<file path="config.mk">
export PLATFORM = sky130hd
export DESIGN_NAME = cell_toggle_monitor
export DESIGN_NICKNAME = d
export VERILOG_FILES = /design/src/rtl/cell_monitor_pkg.sv /design/src/rtl/cell_sat_counter.sv /design/src/rtl/cell_toggle_monitor.sv
export SDC_FILE = /design/constraint.sdc
export NUM_CORES = 1
export LEC_CHECK = 0
export ABC_CLOCK_PERIOD_IN_PS = 2370
export CAP_MARGIN = 20
export CORE_UTILIZATION = 40
export DETAILED_ROUTE_END_ITERATION = 10
export PLACE_DENSITY = 0.64
export SKIP_CTS_REPAIR_TIMING = 1
export SLEW_MARGIN = 15
export SYNTH_ARGS = -nofsm -noshare
export SYNTH_HDL_FRONTEND = slang
export SYNTH_HIERARCHICAL = 1
export SYNTH_SLANG_ARGS = --single-unit
</file>
<file path="constraint.sdc">
create_clock -name CLK -period 2.37 [get_ports CLK]
set_input_delay 0.474 -clock CLK [delete_from_list [all_inputs] [get_ports CLK]]
set_output_delay 0.474 -clock CLK [all_outputs]
set_load 0.005 [all_outputs]
</file>
<file path="src/rtl/cell_monitor_pkg.sv">
// cell_monitor_pkg: shared types and defaults for the cell toggle monitor slice.
package cell_monitor_pkg;

  typedef enum logic [1:0] {IDLE, ARM, RUN, DONE} state_t;

  localparam int unsigned CW_DEFAULT = 16;

endpackage

</file>
<file path="src/rtl/cell_sat_counter.sv">
// cell_sat_counter: saturating up-counter with synchronous clear.
// sat flags an increment that leaves the counter at all-ones, so the sticky overflow lands on the same edge.
module cell_sat_counter
  import cell_monitor_pkg::*;
#(
  parameter int unsigned CW = CW_DEFAULT
) (
  input  logic          clk,
  input  logic          rst_n,
  input  logic          clr,
  input  logic          inc,
  output logic [CW-1:0] cnt,
  output logic          sat
);

  localparam logic [CW-1:0] MAX_M1 = {{(CW-1){1'b1}}, 1'b0};

  logic at_max;

  assign at_max = (cnt == '1);
  assign sat    = inc & (at_max | (cnt == MAX_M1));

  always_ff @(posedge clk or negedge rst_n) begin
    if (!rst_n) begin
      cnt <= '0;
    end else if (clr) begin
      cnt <= '0;
    end else if (inc && !at_max) begin
      cnt <= cnt + CW'(1);
    end
  end

endmodule

</file>
<file path="src/rtl/cell_toggle_monitor.sv">
// cell_toggle_monitor: counts rising/falling edges and high cycles of SIG over a measurement window.
// Define STUCK_DETECT_EN to build the stuck-output detector; otherwise STUCK is tied low.
module cell_toggle_monitor
  import cell_monitor_pkg::*;
#(
  parameter int unsigned CW        = CW_DEFAULT,
  parameter int unsigned STUCK_LIM = 64
) (
  input  logic          CLK,
  input  logic          RSTB,
  input  logic          SIG,
  input  logic          START,
  input  logic          STOP,
  input  logic          CLR,
  input  logic [CW-1:0] WIN_LEN,
  output logic [CW-1:0] RISE_CNT,
  output logic [CW-1:0] FALL_CNT,
  output logic [CW-1:0] HIGH_CNT,
  output logic [CW-1:0] WIN_CNT,
  output logic          BUSY,
  output logic          DONE,
  output logic          OVF,
  output logic          STUCK
);

  if (CW < 2 || STUCK_LIM < 1) begin : g_bad_cfg
    $error("cell_toggle_monitor: CW must be >= 2 and STUCK_LIM >= 1");
  end

  cell_monitor_pkg::state_t state;
  logic       s_q;
  logic       in_arm, in_run, rise, fall, win_end, cnt_clr;
  logic [3:0] sat;

  assign in_arm  = (state == cell_monitor_pkg::ARM);
  assign in_run  = (state == cell_monitor_pkg::RUN);
  assign rise    = in_run & SIG & ~s_q;
  assign fall    = in_run & ~SIG & s_q;
  assign cnt_clr = CLR | in_arm;
  // Compare one bit wider so a saturated WIN_CNT can never wrap onto WIN_LEN.
  assign win_end = STOP | ((WIN_LEN != '0) &&
                   (({1'b0, WIN_CNT} + (CW+1)'(1)) == {1'b0, WIN_LEN}));

  cell_sat_counter #(.CW(CW)) u_rise (
    .clk(CLK), .rst_n(RSTB), .clr(cnt_clr), .inc(rise), .cnt(RISE_CNT), .sat(sat[0])
  );
  cell_sat_counter #(.CW(CW)) u_fall (
    .clk(CLK), .rst_n(RSTB), .clr(cnt_clr), .inc(fall), .cnt(FALL_CNT), .sat(sat[1])
  );
  cell_sat_counter #(.CW(CW)) u_high (
    .clk(CLK), .rst_n(RSTB), .clr(cnt_clr), .inc(in_run & SIG), .cnt(HIGH_CNT), .sat(sat[2])
  );
  cell_sat_counter #(.CW(CW)) u_win (
    .clk(CLK), .rst_n(RSTB), .clr(cnt_clr), .inc(in_run), .cnt(WIN_CNT), .sat(sat[3])
  );

  always_ff @(posedge CLK or negedge RSTB) begin
    if (!RSTB) begin
      state <= cell_monitor_pkg::IDLE;
      s_q   <= 1'b0;
      OVF   <= 1'b0;
      BUSY  <= 1'b0;
      DONE  <= 1'b0;
    end else if (CLR) begin
      state <= cell_monitor_pkg::IDLE;
      s_q   <= 1'b0;
      OVF   <= 1'b0;
      BUSY  <= 1'b0;
      DONE  <= 1'b0;
    end else begin
      case (state)
        cell_monitor_pkg::IDLE, cell_monitor_pkg::DONE: begin
          if (START) begin
            state <= cell_monitor_pkg::ARM;
            BUSY  <= 1'b1;
            DONE  <= 1'b0;
          end
        end
        cell_monitor_pkg::ARM: begin
          state <= cell_monitor_pkg::RUN;
          s_q   <= SIG;
          OVF   <= 1'b0;
        end
        cell_monitor_pkg::RUN: begin
          s_q <= SIG;
          OVF <= OVF | (|sat);
          if (win_end) begin
            state <= cell_monitor_pkg::DONE;
            BUSY  <= 1'b0;
            DONE  <= 1'b1;
          end
        end
        default: state <= cell_monitor_pkg::IDLE;
      endcase
    end
  end

`ifdef STUCK_DETECT_EN
  localparam int unsigned QW = $clog2(STUCK_LIM + 1);

  logic [QW-1:0] quiet;

  always_ff @(posedge CLK or negedge RSTB) begin
    if (!RSTB) begin
      quiet <= '0;
      STUCK <= 1'b0;
    end else if (CLR || in_arm) begin
      quiet <= '0;
      STUCK <= 1'b0;
    end else if (in_run) begin
      if (rise || fall) begin
        quiet <= '0;
      end else if (quiet != QW'(STUCK_LIM)) begin
        quiet <= quiet + QW'(1);
        if (quiet == QW'(STUCK_LIM - 1)) STUCK <= 1'b1;
      end
    end
  end
`else
  assign STUCK = 1'b0;
`endif

endmodule

</file>
==> flow_summary.toml <==
[critical_path]
crit_type = "primary input to register"
reg2reg_to = "state[0]$_DFFE_PN0P_"
worstPathMaxFanout = 3
crit_required_ns = 2.63
crit_path_start = "WIN_LEN[13]"
reg2reg_slack_ns = 0.13
r2r_cells = 8
crit_end = "state[0]$_DFFE_PN0P_"
cp-start-kind = "primary input"
cp.arrival_ns = 2.56
cp-end-kind = "register"
rr_startpoint = "u_win/cnt[1]$_DFFE_PN0P_"

[clock_network]
cts-htree-levels = 3
clk-insertion-delay-late_ns = 0.34
clockBufferDepth = 2
clkSlewWorstSetupHoldPaths_ns = 0.06
root_buffer = "clkbuf_16"
cts_tree = "yes"
numClockSinks = 70
cts_buffers = 9

[run_status]
outcome = "completed"

[die]
die_width_um = 114
start_util_pct = 41.3
rows = 40
dieHeight_um = 114
ios = 90
core_area_um2 = 12100
dieArea_um2 = 13000

[cells_and_area]
finalNonFillerCells = 857
drive_gt1_share_pct = 17.0
final_cell_mix = "87 x clkdlybuf4s50_1, 68 x dfrtp_1, 67 x nor2_1, 42 x buf_4, 37 x a21oi_1"
synthToLayoutAreaGrowth_pct = 33.4
nets = 717
diodes = 0
final_common_cell = "clkdlybuf4s50_1"

[global_routing]
grt_usage_pct = 21.9
grt_overflow = 0
grt_first_pass_wirelength_um = 22800
grt_pass1_vias = 4681
grt_max_degree = 44
antenna_found_initial = 0

[yosys]
ys_seq_elements = 70
synth_edf_count = 0
synth_async_sr_flop_share_pct = 100
yosys_warnings = 6
ys.flop_type = "dfrtp_1"
syn_avg_cell_area_um2 = 8.98
syn_inst = 557
syn-cell-area_um2 = 5000
ys_seq_area_share_pct = 35.0
yosysUniqueCellTypes = 64
syn_nets = 590

[placement]
dp.cells = 841
gp_congestion = 0.873
pre_cts_ws_ns = -0.281
dp_hpwl_um = 9740
port_buffers = 88

[sta]
finClkSkew_ns = 0.00526
slew_headroom_pct = 65.0
timing.final.ws_setup_ns = 0.0689
period_needed_ns = 2.30
rsz0062_at_grt = "true"
final_max_slew_viol_count = 0
worst_slew_pin_slew_ns = 0.524
finalSetupViolCount = 0
period_share_pct = 97.1
hold_violations = 0
fmax_mhz = 435

[pwr]
power_density_nw_per_um2 = 533
sw_frac_of_total_pct = 28.1
p_leak_nw = 2.61
pwr-share-seq_pct = 36.7
p_int_w = 0.00256
ir_drop_uv = 307
clockPowerShare_pct = 40.9
switchingPower_w = 0.000998
combPwrFrac_pct = 22.4

[run]
drv_cap = 0

[route]
wl_um = 13400
route.detailed.drc = 0
firstDrtPassIters = 5
antenna_left = 0
vias = 4863
drt_iter0_markers = 212
wl_per_cell_um = 15.7
viasPerCell = 5.67

[min_path]
hold_class = "primary input to asynchronous set/reset pin"
## area by class of cell
class                   instances  area, µm²
fillers                      1148       5440
multi-input cells             440       3050
flip-flops and latches         70       1750
repair buffers                132       1230
clock buffers                  12        246
well taps                     168        210
inverters                      31        116
clock inverters                 4       70.1
## metal layers
layer  up-vias  share of wire [%]  track usage (%)
met2       119                 47             35.0
li1       2343                  -                -
met1      2391                 48             30.3
met3        10                4.1             3.40
met4         0               0.90             7.27
met5         -                  0                0
## stage by stage
stage | util (%) | cell area (µm²) | TNS [ns] | hold slack, ns | power, W
4_1_cts | 55.1 | 6670 | 0 | 0.181 | 0.00360
6_report | 55.1 | 6670 | 0 | 0.167 | 0.00355
2_1_floorplan | - | 5000 | 0 | 0.178 | 0.00179
3_5_place_dp | 52.5 | 6350 | -1.55 | 0.550 | 0.00212
5_1_grt | 55.1 | 6670 | -0.00132 | 0.212 | 0.00376
3_3_place_gp | 52.5 | 6350 | -0.962 | 0.540 | 0.00210
## critical path: stages
cell             delay [ns]
clkdlybuf4s50_1        0.44
xor2_1                 0.20
or3_2                  0.51
a2111oi_4              0.39
nand4_2                0.18
a21oi_2                0.17
mux2i_1                0.19
## kinds of logic (layout without fill, tap and decap cells)
family,Yosys count,count (layout),share of synthesized area (%)
AND/OR/NAND/NOR,263,263,30.6
flip-flops,70,70,35.0
multiplexers,30,30,6.55
AO/OA/AOI/OAI,114,114,17.2
buffers and inverters,47,179,4.15
XOR/XNOR,21,21,3.68
adder cells (fa/ha/maj),11,11,2.75
other,1,1,0.0750
## registers in the layout (all words and copies together), names as in the netlist
register    count
u_fall/cnt     16
u_high/cnt     16
u_rise/cnt     16
u_win/cnt      16
state           2
BUSY            1
DONE            1
OVF             1
s_q             1
## worst min-delay path by stage
stage / startpoint / endpoint / slack (ns) / depth (start not counted)
3_5_place_dp: RSTB / u_rise/cnt[14]$_DFFE_PN0P_ / 0.55 / 2
5_1_grt: RSTB / u_rise/cnt[14]$_DFFE_PN0P_ / 0.21 / 2
2_1_floorplan: RSTB / BUSY$_DFFE_PN0P_ / 0.18 / 0
3_3_place_gp: RSTB / u_rise/cnt[4]$_DFFE_PN0P_ / 0.54 / 2
4_1_cts: RSTB / u_rise/cnt[14]$_DFFE_PN0P_ / 0.18 / 2
6_report: RSTB / u_rise/cnt[14]$_DFFE_PN0P_ / 0.17 / 2
## cell usage after synthesis, drive strengths merged (13+ instances only)
| cell | number | area share, % |
|---|---|---|
| a21oi | 38 | 3.9 |
| nand3 | 25 | 2.6 |
| nor4 | 16 | 2.7 |
| nor2 | 73 | 6.4 |
| nand2 | 38 | 3.4 |
| inv | 31 | 2.3 |
| nor2b | 16 | 2.0 |
| nand4 | 29 | 4.7 |
| dfrtp | 70 | 35 |
| nor3 | 22 | 2.2 |
| mux2 | 22 | 5.0 |
| o31ai | 13 | 2.0 |
## power groups by stage
stage          logic (W)  clock network, W  registers, W
6_report        0.000798           0.00145       0.00130
2_1_floorplan   0.000451                 0       0.00134
3_5_place_dp    0.000801                 0       0.00132
4_1_cts         0.000804           0.00149       0.00130
3_3_place_gp    0.000781                 0       0.00132
5_1_grt         0.000896           0.00155       0.00131
No activity file was read; power rests on OpenSTA's default activity.
